$ cat src/rtl/vga_pkg.sv
// Shared 640x480@60 Hz timing constants, colour widths and a small decode helper
// used by the VGA raster generator and its axis counters.
package vga_pkg;

  localparam int H_VISIBLE = 640;
  localparam int H_FRONT   = 16;
  localparam int H_SYNC    = 96;
  localparam int H_BACK    = 48;
  localparam int H_TOTAL   = H_VISIBLE + H_FRONT + H_SYNC + H_BACK;

  localparam int V_VISIBLE = 480;
  localparam int V_FRONT   = 10;
  localparam int V_SYNC    = 2;
  localparam int V_BACK    = 33;
  localparam int V_TOTAL   = V_VISIBLE + V_FRONT + V_SYNC + V_BACK;

  localparam int H_SYNC_START = H_VISIBLE + H_FRONT;
  localparam int H_SYNC_END   = H_SYNC_START + H_SYNC - 1;
  localparam int V_SYNC_START = V_VISIBLE + V_FRONT;
  localparam int V_SYNC_END   = V_SYNC_START + V_SYNC - 1;

  localparam logic SYNC_ACTIVE = 1'b0;

  localparam int CNT_W = 10;
  localparam int R_W   = 3;
  localparam int G_W   = 3;
  localparam int B_W   = 2;

  typedef logic [CNT_W-1:0] coord_t;

  // Inclusive range test on a raster coordinate, done in int so bounds never truncate.
  function automatic logic in_range(input coord_t v, input int lo, input int hi);
    return (int'(v) >= lo) && (int'(v) <= hi);
  endfunction

endpackage

$ cat src/rtl/vga_axis_counter.sv
// Modulo-TOTAL raster axis counter; wrap flags the enabled cycle that returns to 0,
// so chaining wrap into the next axis's enable builds the x/y raster.
module vga_axis_counter
  import vga_pkg::*;
#(
  parameter int TOTAL = H_TOTAL
) (
  input  logic             clk25,
  input  logic             Reset,
  input  logic             enable,
  output logic [CNT_W-1:0] count,
  output logic             wrap
);

  assign wrap = enable && (count == coord_t'(TOTAL - 1));

  always_ff @(posedge clk25) begin
    if (Reset) begin
      count <= '0;
    end else if (wrap) begin
      count <= '0;
    end else if (enable) begin
      count <= count + coord_t'(1);
    end
  end

endmodule

$ cat src/rtl/vga_timing_gen.sv
// VGA raster generator: x/y counters, visible/end-of-frame qualifiers, and a one-stage
// register that blanks game colour and keeps sync aligned with it at the connector.
module vga_timing_gen
  import vga_pkg::*;
#(
  parameter int   H_VISIBLE   = vga_pkg::H_VISIBLE,
  parameter int   H_FRONT     = vga_pkg::H_FRONT,
  parameter int   H_SYNC      = vga_pkg::H_SYNC,
  parameter int   H_BACK      = vga_pkg::H_BACK,
  parameter int   V_VISIBLE   = vga_pkg::V_VISIBLE,
  parameter int   V_FRONT     = vga_pkg::V_FRONT,
  parameter int   V_SYNC      = vga_pkg::V_SYNC,
  parameter int   V_BACK      = vga_pkg::V_BACK,
  parameter logic SYNC_ACTIVE = vga_pkg::SYNC_ACTIVE
) (
  input  logic             clk25,
  input  logic             Reset,
  input  logic [R_W-1:0]   red_in,
  input  logic [G_W-1:0]   green_in,
  input  logic [B_W-1:0]   blue_in,
  output logic [CNT_W-1:0] xpos,
  output logic [CNT_W-1:0] ypos,
  output logic             visible,
  output logic             end_of_frame,
  output logic             hsync,
  output logic             vsync,
  output logic [R_W-1:0]   red,
  output logic [G_W-1:0]   green,
  output logic [B_W-1:0]   blue
);

  localparam int LINE_TOTAL  = H_VISIBLE + H_FRONT + H_SYNC + H_BACK;
  localparam int FRAME_TOTAL = V_VISIBLE + V_FRONT + V_SYNC + V_BACK;
  localparam int HS_START    = H_VISIBLE + H_FRONT;
  localparam int HS_END      = HS_START + H_SYNC - 1;
  localparam int VS_START    = V_VISIBLE + V_FRONT;
  localparam int VS_END      = VS_START + V_SYNC - 1;

  logic line_wrap;
  logic hsync_next;
  logic vsync_next;

  vga_axis_counter #(
    .TOTAL(LINE_TOTAL)
  ) u_hcount (
    .clk25  (clk25),
    .Reset  (Reset),
    .enable (1'b1),
    .count  (xpos),
    .wrap   (line_wrap)
  );

  vga_axis_counter #(
    .TOTAL(FRAME_TOTAL)
  ) u_vcount (
    .clk25  (clk25),
    .Reset  (Reset),
    .enable (line_wrap),
    .count  (ypos),
    .wrap   ()
  );

  assign visible      = (xpos < coord_t'(H_VISIBLE)) && (ypos < coord_t'(V_VISIBLE));
  assign end_of_frame = (xpos == '0) && (ypos == coord_t'(V_VISIBLE));

  assign hsync_next = in_range(xpos, HS_START, HS_END) ? SYNC_ACTIVE : ~SYNC_ACTIVE;
  assign vsync_next = in_range(ypos, VS_START, VS_END) ? SYNC_ACTIVE : ~SYNC_ACTIVE;

  // Sync and colour pass through the same register so the connector sees them aligned.
  always_ff @(posedge clk25) begin
    if (Reset) begin
      hsync <= ~SYNC_ACTIVE;
      vsync <= ~SYNC_ACTIVE;
      red   <= '0;
      green <= '0;
      blue  <= '0;
    end else begin
      hsync <= hsync_next;
      vsync <= vsync_next;
      if (visible) begin
        red   <= red_in;
        green <= green_in;
        blue  <= blue_in;
      end else begin
        red   <= '0;
        green <= '0;
        blue  <= '0;
      end
    end
  end

endmodule

$ cat config.mk
export PLATFORM = sky130hd
export DESIGN_NAME = vga_timing_gen
export DESIGN_NICKNAME = d
export VERILOG_FILES = /design/src/rtl/vga_pkg.sv /design/src/rtl/vga_axis_counter.sv /design/src/rtl/vga_timing_gen.sv
export SDC_FILE = /design/constraint.sdc
export NUM_CORES = 1
export LEC_CHECK = 0
export ABC_AREA = 1
export BUFFER_PORTS_ARGS = -buffer_cell sky130_fd_sc_hd__buf_2
export CELL_PAD_IN_SITES_DETAIL_PLACEMENT = 0
export CELL_PAD_IN_SITES_GLOBAL_PLACEMENT = 1
export CORE_MARGIN = 1
export CORE_UTILIZATION = 35
export CTS_CLUSTER_SIZE = 10
export DETAILED_ROUTE_END_ITERATION = 16
export GPL_TIMING_DRIVEN = 0
export PLACE_DENSITY_LB_ADDON = 0.1
export SLEW_MARGIN = 10
export SYNTH_ARGS = -nofsm -noshare
export SYNTH_HDL_FRONTEND = slang
export SYNTH_SLANG_ARGS = --single-unit
$ cat constraint.sdc
create_clock -name clk25 -period 1.85 [get_ports clk25]
set_input_delay 0 -clock clk25 [delete_from_list [all_inputs] [get_ports clk25]]
set_output_delay 0 -clock clk25 [all_outputs]
set_load 0.005 [all_outputs]
# Yosys cells after proc, flatten, opt, wreduce, memory -nomap -nowiden

Cells that the tools add are included.

Bits in registers: 30
Bits in latches: 0
Bits in writable memories: 0
Memory bits (read-only): 0
Input port bits: 10
Output and inout bits: 32
Logic and storage cells: 30
Memories kept: 0

Add/subtract/negate cells: 2
Multiply operators: 0
Divide/modulo/power cells: 0
Order comparisons: 6
Equal/unequal tests: 3
Shift-type cells: 0
Muxes and demuxes: 2
Bitwise operators: 1
Reductions and logical operators: 9

Operators by type and width:

| cell                  | count |
|---|---|
| $add 10x1->10 const B | 2 |
| $eq 10x10->1 const B  | 2 |
| $eq 10x9->1 const B   | 1 |
| $ge 10x10->1 const B  | 1 |
| $ge 10x9->1 const B   | 1 |
| $le 10x10->1 const B  | 1 |
| $le 10x9->1 const B   | 1 |
| $logic_not 10->1      | 1 |
| $lt 10x10->1 const B  | 1 |
| $lt 10x9->1 const B   | 1 |
| $reduce_or 2->1       | 3 |
| $logic_and 1x1->1     | 5 |
| $mux 1                | 2 |
| $not 1->1             | 1 |

# Depth between registers and ports, before layout

Gate-level depths: netlist of the first run.

Depth after elaboration: 4
Gate-level depth with buffers: 10
Gate-level depth less buffers: 9

# Cells and area by module

A second synthesis of the first run with hierarchy kept.

Cell total of the unflattened synthesis: 236
Area, all modules: 1,626.6 µm²

Modules (own cells, without submodules):

| module                      | times used | cells an instance | area each (µm²) | sequential area each (µm²) |
|---|---|---|---|---|
| vga_axis_counter (u_vcount) | 1          | 81                | 578.1           | 200.2 |
| vga_axis_counter (u_hcount) | 1          | 82                | 568.0           | 200.2 |
| vga_timing_gen              | 1          | 73                | 480.5           | 200.2 |

# Worst setup path before layout of the first run

OpenSTA, ideal clock, no wires.

Path type: flip-flop to flip-flop
Start point: register u_hcount.count[0]
End point: register u_vcount.count[6]
Library setup time: 0.116 ns
Data arrival time: 1.259 ns
Data required time: 1.734 ns
Setup slack: 0.476 ns
Cell stages (with the launch flop): 10
Path buffers: 1
Period minus slack after synthesis: 1.374 ns
Cells stage by stage: dfxtp_1 > ha_1 > nand2_1 > nor2_4 > nand2_2 > nor2_2 > buf_6 > nand4_1 > nand2_1 > nor2_1

Cells in the longest elaborated chain, start to end: 3

RTL lines:

| item                             | RTL line               | text |
|---|---|---|
| start: declaration               | vga_axis_counter.sv:11 | `output logic [CNT_W-1:0] count,` |
| start signal: assignment         | vga_axis_counter.sv:23 | `count <= count + coord_t'(1);` |
| $eq 10x10->1 (*)                 | vga_axis_counter.sv:15 | `assign wrap = enable && (count == coord_t'(TOTAL - 1));` |
| $logic_and 1x1->1                | vga_axis_counter.sv:15 |  |
| $reduce_or 2->1 (no source line) | n/a                    |  |
| end signal: assignment           | vga_axis_counter.sv:23 |  |
| end: declaration                 | vga_axis_counter.sv:11 |  |

Every way passes the cells marked *; elsewhere a longest branch is shown, timed or not.
A chain may end at the register's enable or synchronous reset.

# Worst setup path in the final report of the first run

Start point: register u_hcount.count[0]
End point: register u_vcount.count[4]

Same word-level chain as after synthesis.

==> results of run 1 <==
## layer usage
metal / track usage (%) / routed length (um) / part of all wire [%] / up-vias
li1: - / - / - / 781
met1: 22.4 / 1710 / 47 / 650
met4: 7.18 / 42 / 1.2 / 0
met3: 5.07 / 159 / 4.4 / 4
met2: 31.4 / 1720 / 47 / 33
met5: 0 / 0 / 0 / -
## registers in the layout, summed over array words and instances, names as in the netlist
signal / cells
vsync: 1
u_hcount.count: 10
green: 3
hsync: 1
red: 3
blue: 2
u_vcount.count: 10
## cell families after synthesis
logic type      after synthesis  synth area share [%]
compound gates               13                  4.97
xor+xnor                      3                  1.77
simple gates                121                  37.4
flops                        30                  40.4
fa+ha+maj                     4                  3.37
buf+inv                      43                  12.1
## cell type report
class	instances	area (sq um)
multi-input combinational	141	706
tap	50	62.6
fill	433	2090
clock buffer	6	82.6
timing repair buffer	50	295
buffer	2	26.3
clock inverter	2	12.5
inverter	41	154
sequential	30	601
## worst max-delay path, stage by stage, from the launching register on
cell	delay [ns]
dfxtp_1	0.40
ha_1	0.22
nand3_1	0.14
nor2_2	0.16
nand2_4	0.11
nand2_4	0.10
nand2_1	0.11
inv_2	0.18
nor2_1	0.07
## cell usage in the layout (no fill, tap or decap)
cell type / instances
nand2_1: 48
buf_2: 41
inv_1: 38
nor2_1: 33
dfxtp_1: 30
nand3_1: 15
nand4_1: 9
dlygate4sd3_1: 9
a21oi_1: 8
clkbuf_8: 6
ha_1: 4
nor4_1: 3
nor3_1: 3
inv_2: 3
xor2_1: 3
nor3_2: 2
nand2_2: 2
nor2_2: 2
nand2_4: 2
o21ai_0: 2
nor2_4: 1
buf_6: 1
buf_8: 1
o21ai_2: 1
a21oi_2: 1
o22ai_1: 1
nor3b_1: 1
clkinvlp_4: 1
clkinv_2: 1
## path summary, 6_finish.rpt
kind	slack (ns)	start	endpoint	cells past startpoint
hold / removal	0.46	green_in[1]	green[1]	4
setup / recovery	0.26	u_hcount.count[0]	u_vcount.count[4]	8
setup reg to reg	0.26	u_hcount.count[0]	u_vcount.count[4]	8
hold reg to reg	0.48	u_hcount.count[0]	u_hcount.count[0]	1
## repair_timing
action | 4_1_cts | 5_1_grt
setup endpoints to repair | 0 | 0
hold buffers | 9 | 0
endpoints found under the hold margin | 10 | 0
## power breakdown
group          internal, mW  total [mW]  switching (mW)  leakage (nW)
Sequential            0.660       0.669         0.00819         0.245
Combinational        0.0438      0.0823          0.0385         0.657
Clock                 0.299       0.561           0.262        0.0472
## metrics by stage
stage | power, mW | util (%) | area, sq um | setup WS, ns
after floorplan | 0.719 | - | 1490 | 0.476
after global placement | 0.751 | 43.5 | 1750 | 0.240
after detailed placement | 0.752 | 43.5 | 1750 | 0.261
after CTS | 1.33 | 48.1 | 1940 | 0.229
after global routing | 1.36 | 48.1 | 1940 | 0.0910
final | 1.31 | 48.1 | 1940 | 0.256
## cell usage after synthesis
cell type,n,area [sq um]
nand3_1,15,75.1
nand2_1,48,180
o22ai_1,1,6.26
nand2_4,2,22.5
dfxtp_1,30,601
nor2_4,1,11.3
inv_2,3,11.3
buf_6,1,11.3
a21oi_2,1,8.76
nand2_2,2,12.5
nor2_2,2,12.5
nor3b_1,1,7.51
ha_1,4,50.1
nor4_1,3,18.8
nand4_1,9,56.3
xor2_1,3,26.3
nor2_1,33,124
inv_1,38,143
nor3_2,2,20.0
nor3_1,3,15.0
o21ai_0,2,10.0
o21ai_2,1,8.76
buf_8,1,15.0
a21oi_1,8,40.0
==> flow_summary.json, run 1 <==
{
  "ys_warn_count": 0,
  "antenna_left": 0,
  "h-tree-depth": 2,
  "rsz0062_at_grt": "no",
  "cp_max_fo": 8,
  "dieArea_sq_um": 4510,
  "drc": 0,
  "postCtsSetupBuffers": 0,
  "clkLatencyLatePin_ns": 0.28,
  "ir_drop_v": 0.000494,
  "clock_skew_ns": 0.00601,
  "num_rows": 23,
  "drv_cap": 0,
  "wirelength_mm": 3.64,
  "whs_ns": 0.465,
  "cts_resized": 0,
  "netlist_instances": 214,
  "cts.sinks": 30,
  "start_kind": "flip-flop",
  "hpwl_mm": 2.68,
  "ys_types": 24,
  "crit_arrival_ns": 1.77,
  "grt_pass1_vias": 1377,
  "avgSynthCellArea_sq_um": 6.95,
  "path_clk_slew_ns": 0.07,
  "crit_type": "flip-flop to flip-flop",
  "endpoint_kind": "flip-flop",
  "place_inst": 305,
  "vias_per_cell": 4.56,
  "clockRootBuffer": "clkbuf_8",
  "grt_max_degree": 11,
  "die_w_um": 67.2,
  "finalSetupViolations": 0,
  "synthesis.nets": 228,
  "cts_buffers": 5,
  "cts_buffer_depth": 2,
  "worstMarginPinSlew_ns": 0.394,
  "yosysSeqAreaShare_pct": 40.4,
  "hold_path.class": "input port to flip-flop",
  "layout.nets": 285,
  "die_h_um": 67.2,
  "ios": 42,
  "drtIter0Drc": 90,
  "grt-ovfl-total": 0,
  "place.gp.congestion": 0.815,
  "fmax_mhz": 628,
  "period_needed_ns": 1.59,
  "synthesis.area_sq_um": 1490,
  "tns_ns": 0,
  "synth-seq-cells": 30,
  "cellPowerDensity_nw_per_um2": 676,
  "grt_pass1_wl_mm": 6.10,
  "antenna_found_initial": 0,
  "port_buffers": 41,
  "stdcell_count": 322,
  "relSlewSlack_pct": 73.6,
  "diodes": 0,
  "dr.pass1.iters": 4,
  "finalMaxSlewViolations": 0,
  "critPathRequiredTime_ns": 2.02,
  "start_util_pct": 36.9,
  "period_share_pct": 86.1,
  "cts_tree": "built",
  "coreArea_sq_um": 4030,
  "status": "complete, no violations",
  "syn2layout_area_growth_pct": 30.5,
  "track_usage_pct": 18.6,
  "p_leak_nw": 0.949,
  "hold_violations": 0,
  "drive_gt1_share_pct": 23.9,
  "route.vias.total": 1468,
  "routedWlPerCell_um": 11.3
}
Note: power is estimated with default switching activity, not from simulation.
==> run 2, diff against run 1 <==
- CORE_MARGIN: 1 -> 10
==> run 2 against run 1 <==
Power shrank 4.9%. Core utilization shrank 0.74 points. Sequential power is essentially flat. Via count shrank 0.95%. Global-route usage shrank 7.1 points. Design area shrank 0.84%. Sequential cell count is the same. Register-to-register slack lost 0.03 ns.
==> flow_summary.json, run 2 (synthesis results as in run 1) <==
{
  "antenna_found_initial": 0,
  "p_leak_nw": 0.946,
  "power_frac_seq_pct": 53.6,
  "vias_per_cell": 4.53,
  "drtIter0Drc": 110,
  "grt_max_degree": 11,
  "path_clk_slew_ns": 0.06,
  "use_met2_pct": 16.9,
  "tns_ns": 0,
  "grt-ovfl-total": 0,
  "track_usage_pct": 11.5,
  "stdcell_count": 321,
  "p_sw_mw": 0.291,
  "dieArea_sq_um": 7250,
  "num_rows": 23,
  "die_h_um": 85.2,
  "rr_startpoint": "u_hcount.count[0]",
  "cp_top_family": "simple AND/OR/NAND/NOR gates",
  "hpwl_mm": 3.04,
  "cts_buffers": 5,
  "hold_path.class": "input port to flip-flop",
  "grt_busiest_layer": "met2",
  "finalSetupViolations": 0,
  "cellPowerDensity_nw_per_um2": 649,
  "h-tree-depth": 2,
  "drive_gt1_share_pct": 23.6,
  "grt_pass1_wl_mm": 6.86,
  "start_kind": "flip-flop",
  "clock_skew_ns": 0.00317,
  "period_share_pct": 87.7,
  "grt_use_met3_pct": 5.45,
  "grt_pass1_vias": 1420,
  "hp-start": "red_in[2]",
  "mostFrequentLayoutCells": "nand2_1 (48), buf_2 (41), inv_1 (38)",
  "postCtsSetupBuffers": 0,
  "relSlewSlack_pct": 73.9,
  "cp_slowest_cell": "dfxtp_1",
  "wirelength_mm": 4.02,
  "total_power_mw": 1.25,
  "coreArea_sq_um": 4060,
  "clkLatencyLatePin_ns": 0.28,
  "use_met1_pct": 14.4,
  "p_clk_share_pct": 39.6,
  "finalMaxSlewViolations": 0,
  "crit_top_cell": "nand2_4",
  "route.vias.total": 1454,
  "period_needed_ns": 1.62,
  "cp-startpoint": "u_hcount.count[0]",
  "cts_buffer_depth": 2,
  "routedWlPerCell_um": 12.5,
  "rsz0062_at_grt": "no",
  "ios": 42,
  "place_area_sq_um": 1750,
  "crit_arrival_ns": 1.79,
  "fmax_mhz": 616,
  "endpoint_kind": "flip-flop",
  "hold_violations": 0,
  "status": "complete, no violations",
  "critPathRequiredTime_ns": 2.02,
  "place.gp.congestion": 0.841,
  "die_w_um": 85.2,
  "ir_drop_v": 0.000500,
  "crit_type": "flip-flop to flip-flop",
  "reg_top3": "u_hcount.count: 10 flops, u_vcount.count: 10 flops",
  "place_inst": 305,
  "cts_tree": "built",
  "cts.sinks": 30,
  "syn2layout_area_growth_pct": 29.4,
  "start_util_pct": 36.6,
  "drc": 0,
  "port_buffers": 41,
  "crit_path_end": "u_vcount.count[6]",
  "r2r_slack_ns": 0.23,
  "filler_cell_count": 420,
  "path_cells": "ha_1 -> nand3_1 -> nor2_2 -> nand2_4 -> nand2_4 -> nand2_1 -> inv_2 -> nor2_1",
  "netSwitchingFraction_pct": 23.3,
  "cts_resized": 0,
  "slowest_delay_ns": 0.39,
  "r2r_end": "u_vcount.count[6]",
  "antenna_left": 0,
  "cp_num_buf_inv": 1,
  "cp.depth": 8,
  "cp_max_fo": 8,
  "diodes": 0,
  "postLayoutCellArea_sq_um": 1920,
  "final_common_cell": "nand2_1",
  "clockRootBuffer": "clkbuf_8",
  "worstMarginPinSlew_ns": 0.388,
  "drv_cap": 0,
  "p_comb_share_pct": 6.8,
  "dr.pass1.iters": 4,
  "p_int_mw": 0.956,
  "layout.nets": 285,
  "reg2reg_depth": 8
}
[run 2: timing repair]
item | CTS | global route
hold endpoints to repair | 10 | 0
hold buffers | 9 | 0
setup endpoints to repair | 0 | 0
[run 2: area by class of cell]
cell class	instances	area, sq um	area share, %
flip-flops and latches	30	601	31.2
plain buffers	2	26.3	1.37
clock inverters	2	10.0	0.520
multi-input cells	141	706	36.7
inverters	41	154	8.00
clock buffers	5	68.8	3.58
well taps	50	62.6	3.25
repair buffers	50	295	15.4
[run 2: routing by layer]
| layer | routed length (um) | up-vias |
|---|---|---|
| met4 | 24 | 0 |
| met1 | 1870 | 620 |
| met3 | 355 | 4 |
| met2 | 1770 | 45 |
| met5 | 0 | - |
| li1 | - | 785 |
[run 2: how the worst min path moves through the flow]
stage                     endpoint  slack, ns  cells after the start
after floorplan              vsync       0.10                      2
after global placement      red[0]       0.21                      3
after detailed placement    red[1]       0.22                      3
after CTS                 green[2]       0.46                      4
after global routing       blue[1]       0.49                      4
final                       red[2]       0.47                      4
[run 2: worst register-to-register path, delay by kind of cell (launching register included)]
family	cells	cell delay [ns]
adder cells (fa/ha/maj)	1	0.21
buffers and inverters	1	0.17
flip-flops	1	0.39
AND/OR/NAND/NOR	6	0.75
[run 2: through the flow]
stage                     util, %  hold slack (ns)  worst slack (ns)
after detailed placement     43.2            0.219             0.234
after floorplan                 -            0.103             0.476
final                        47.4            0.467             0.227
after CTS                    47.4            0.455             0.203
after global routing         47.4            0.489            0.0300
after global placement       43.2            0.213             0.232
[run 2: power groups by stage]
stage | Sequential [mW] | Clock (mW) | Combinational [mW]
finish | 0.669 | 0.495 | 0.0842
global route | 0.671 | 0.554 | 0.0961
CTS | 0.669 | 0.521 | 0.0850
detailed placement | 0.683 | 0 | 0.0704
global placement | 0.683 | 0 | 0.0691
floorplan | 0.685 | 0 | 0.0338
==> run 3, diff against run 2 <==
--- a/config.mk
+++ b/config.mk
@@ -12,3 +12,4 @@
 export CORE_MARGIN = 10
-export CORE_UTILIZATION = 35
+export CORE_UTILIZATION = 37
+export CTS_BUF_LIST = sky130_fd_sc_hd__clkbuf_4 sky130_fd_sc_hd__clkbuf_8
 export CTS_CLUSTER_SIZE = 10
==> constraint.sdc (replaced) <==
create_clock -name clk25 -period 1.85 [get_ports clk25]
set_input_delay 0.185 -clock clk25 [delete_from_list [all_inputs] [get_ports clk25]]
set_output_delay 0.185 -clock clk25 [all_outputs]
set_load 0.005 [all_outputs]
==> run 3 against run 2 <==
Via count fell by 1.2%. Sequential power barely moved. Fmax fell by 3.1%. Critical path type is now flip-flop to primary output. Critical endpoint is now end_of_frame. Largest power group is now clock.
==> flow_summary.json, run 3 (synthesis results as in run 1) <==
{
  "status": "complete, no violations",
  "cp_num_buf_inv": 2,
  "r2r_slack_ns": 0.26,
  "hold_path.class": "input port to flip-flop",
  "cp_slowest_cell": "dfxtp_1",
  "cellPowerDensity_nw_per_um2": 823,
  "path_cells": "inv_1 -> ha_1 -> nand3_1 -> nor4_2 -> buf_2",
  "cts_tree": "built",
  "hp-start": "blue_in[0]",
  "r2r_end": "u_vcount.count[4]",
  "path_clk_slew_ns": 0.06,
  "h-tree-depth": 2,
  "rr_startpoint": "u_hcount.count[0]",
  "cts.sinks": 30,
  "regArea_sq_um": 601,
  "worstMarginPinSlew_ns": 0.369,
  "ios": 42,
  "ir_drop_v": 0.000462,
  "hold_violations": 0,
  "slowest_delay_ns": 0.37,
  "antenna_found_initial": 0,
  "route.vias.total": 1437,
  "rsz0062_at_grt": "no",
  "drv_cap": 0,
  "routedWlPerCell_um": 12.1,
  "critPathRequiredTime_ns": 1.66,
  "grt_max_degree": 11,
  "p_clk_share_pct": 53.1,
  "setup_ws_ns": 0.175,
  "period_needed_ns": 1.67,
  "final_common_cell": "nand2_1",
  "vias_per_cell": 4.62,
  "crit_type": "flip-flop to primary output",
  "grt_pass1_vias": 1347,
  "coreArea_sq_um": 3770,
  "syn2layout_area_growth_pct": 28.3,
  "power_frac_seq_pct": 42.6,
  "diodes": 0,
  "cp_max_fo": 6,
  "mostFrequentLayoutCells": "nand2_1 (48), buf_2 (41), inv_1 (38)",
  "multi_input_area_sq_um": 718,
  "antenna_left": 0,
  "tns_ns": 0,
  "crit_arrival_ns": 1.49,
  "endpoint_kind": "primary output",
  "hold_path_end": "blue[0]",
  "num_rows": 22,
  "reg2reg_depth": 8,
  "cts_buffers": 5,
  "track_usage_pct": 11.0,
  "p_sw_mw": 0.303,
  "grt-ovfl-total": 0,
  "drc": 0,
  "relSlewSlack_pct": 75.2,
  "clock_skew_ns": 0.00602,
  "p_comb_share_pct": 4.4,
  "total_power_mw": 1.57,
  "wirelength_mm": 3.77,
  "netSwitchingFraction_pct": 19.3,
  "drtIter0Drc": 87,
  "hold_path_depth": 3,
  "post-place-ws_ns": 0.275,
  "clockRootBuffer": "clkbuf_8",
  "clkLatencyLatePin_ns": 0.29,
  "filler_cell_count": 397,
  "grt_pass1_wl_mm": 6.40,
  "p_leak_nw": 0.953,
  "postCtsSetupBuffers": 0,
  "reg_top3": "u_hcount.count: 10 flops, u_vcount.count: 10 flops",
  "place.gp.congestion": 0.833,
  "start_kind": "flip-flop",
  "layout.nets": 276,
  "finalMaxSlewViolations": 0,
  "dr.pass1.iters": 4,
  "die_w_um": 83.4,
  "hpwl_mm": 2.90,
  "start_util_pct": 39.4,
  "drive_gt1_share_pct": 25.1,
  "finalSetupViolations": 0,
  "cts_buffer_depth": 2,
  "period_share_pct": 90.5,
  "p_int_mw": 1.27,
  "dieArea_sq_um": 6950,
  "cp_top_family": "simple AND/OR/NAND/NOR gates",
  "cts_hold_buf": 0,
  "port_buffers": 41,
  "fmax_mhz": 597,
  "die_h_um": 83.4
}
-- run 3: changes by cell type in the layout (fill, tap and decap cells not counted) --
cell / previous run / this run
bufinv_16: 0 / 2
clkbuf_8: 5 / 6
clkinv_2: 2 / 0
dlygate4sd3_1: 9 / 0
nor3_2: 2 / 1
nor3_4: 0 / 1
nor4_1: 3 / 2
nor4_2: 0 / 1
-- run 3: cell type report --
class | count | share of cell area, %
Sequential cell | 30 | 31.5
Clock inverter | 2 | 3.15
Clock buffer | 6 | 4.33
Multi-Input combinational cell | 141 | 37.7
Tap cell | 48 | 3.15
Inverter | 41 | 8.07
Buffer | 2 | 1.38
Timing Repair Buffer | 41 | 10.8
-- run 3: routing by layer --
metal	vias to the layer above	global-route usage [%]	share of wire (%)
met4	0	5.54	0.72
met1	617	13.7	49
met5	-	0	0
li1	767	-	-
met2	51	15.2	40
met3	2	5.37	10
-- run 3: power groups by stage --
stage | clock network, mW | registers (mW) | logic, mW
floorplan | 0 | 0.685 | 0.0338
global placement | 0 | 0.683 | 0.0698
detailed placement | 0 | 0.683 | 0.0697
CTS | 0.853 | 0.668 | 0.0700
global route | 0.885 | 0.671 | 0.0801
finish | 0.833 | 0.668 | 0.0683
-- run 3: worst reg2reg max path: cells and delay by family, from the launching register on --
family | cells | cell delay [ns]
DFF | 1 | 0.40
buffers and inverters | 1 | 0.17
and+or+nand+nor | 6 | 0.70
adders and majority gates | 1 | 0.21
-- run 3: how the worst max path moves through the flow --
| stage | startpoint | end | slack, ns | cells past startpoint |
|---|---|---|---|---|
| 2_1_floorplan | u_hcount.count[0] | u_vcount.count[6] | 0.48 | 9 |
| 3_3_place_gp | u_hcount.count[0] | u_vcount.count[4] | 0.26 | 8 |
| 3_5_place_dp | u_hcount.count[0] | u_vcount.count[6] | 0.28 | 8 |
| 4_1_cts | u_vcount.count[5] | end_of_frame | 0.09 | 5 |
| 5_1_grt | u_vcount.count[1] | end_of_frame | 0.05 | 5 |
| 6_report | u_vcount.count[1] | end_of_frame | 0.18 | 5 |
-- run 3: what timing repair did --
action / 4_1_cts / 5_1_grt
gates resized for setup: 0 / 2
setup endpoints to repair: 0 / 1
endpoints found under the hold margin: 0 / 0
-- run 3: per-stage QoR --
step,instances,area [sq um],util [%],hold WS [ns]
final,311,1910,50.6,0.103
after floorplan,214,1490,-,0.288
after global routing,311,1910,50.6,0.102
after global placement,303,1750,46.4,0.398
after CTS,311,1890,50.2,0.0933
after detailed placement,303,1750,46.4,0.403
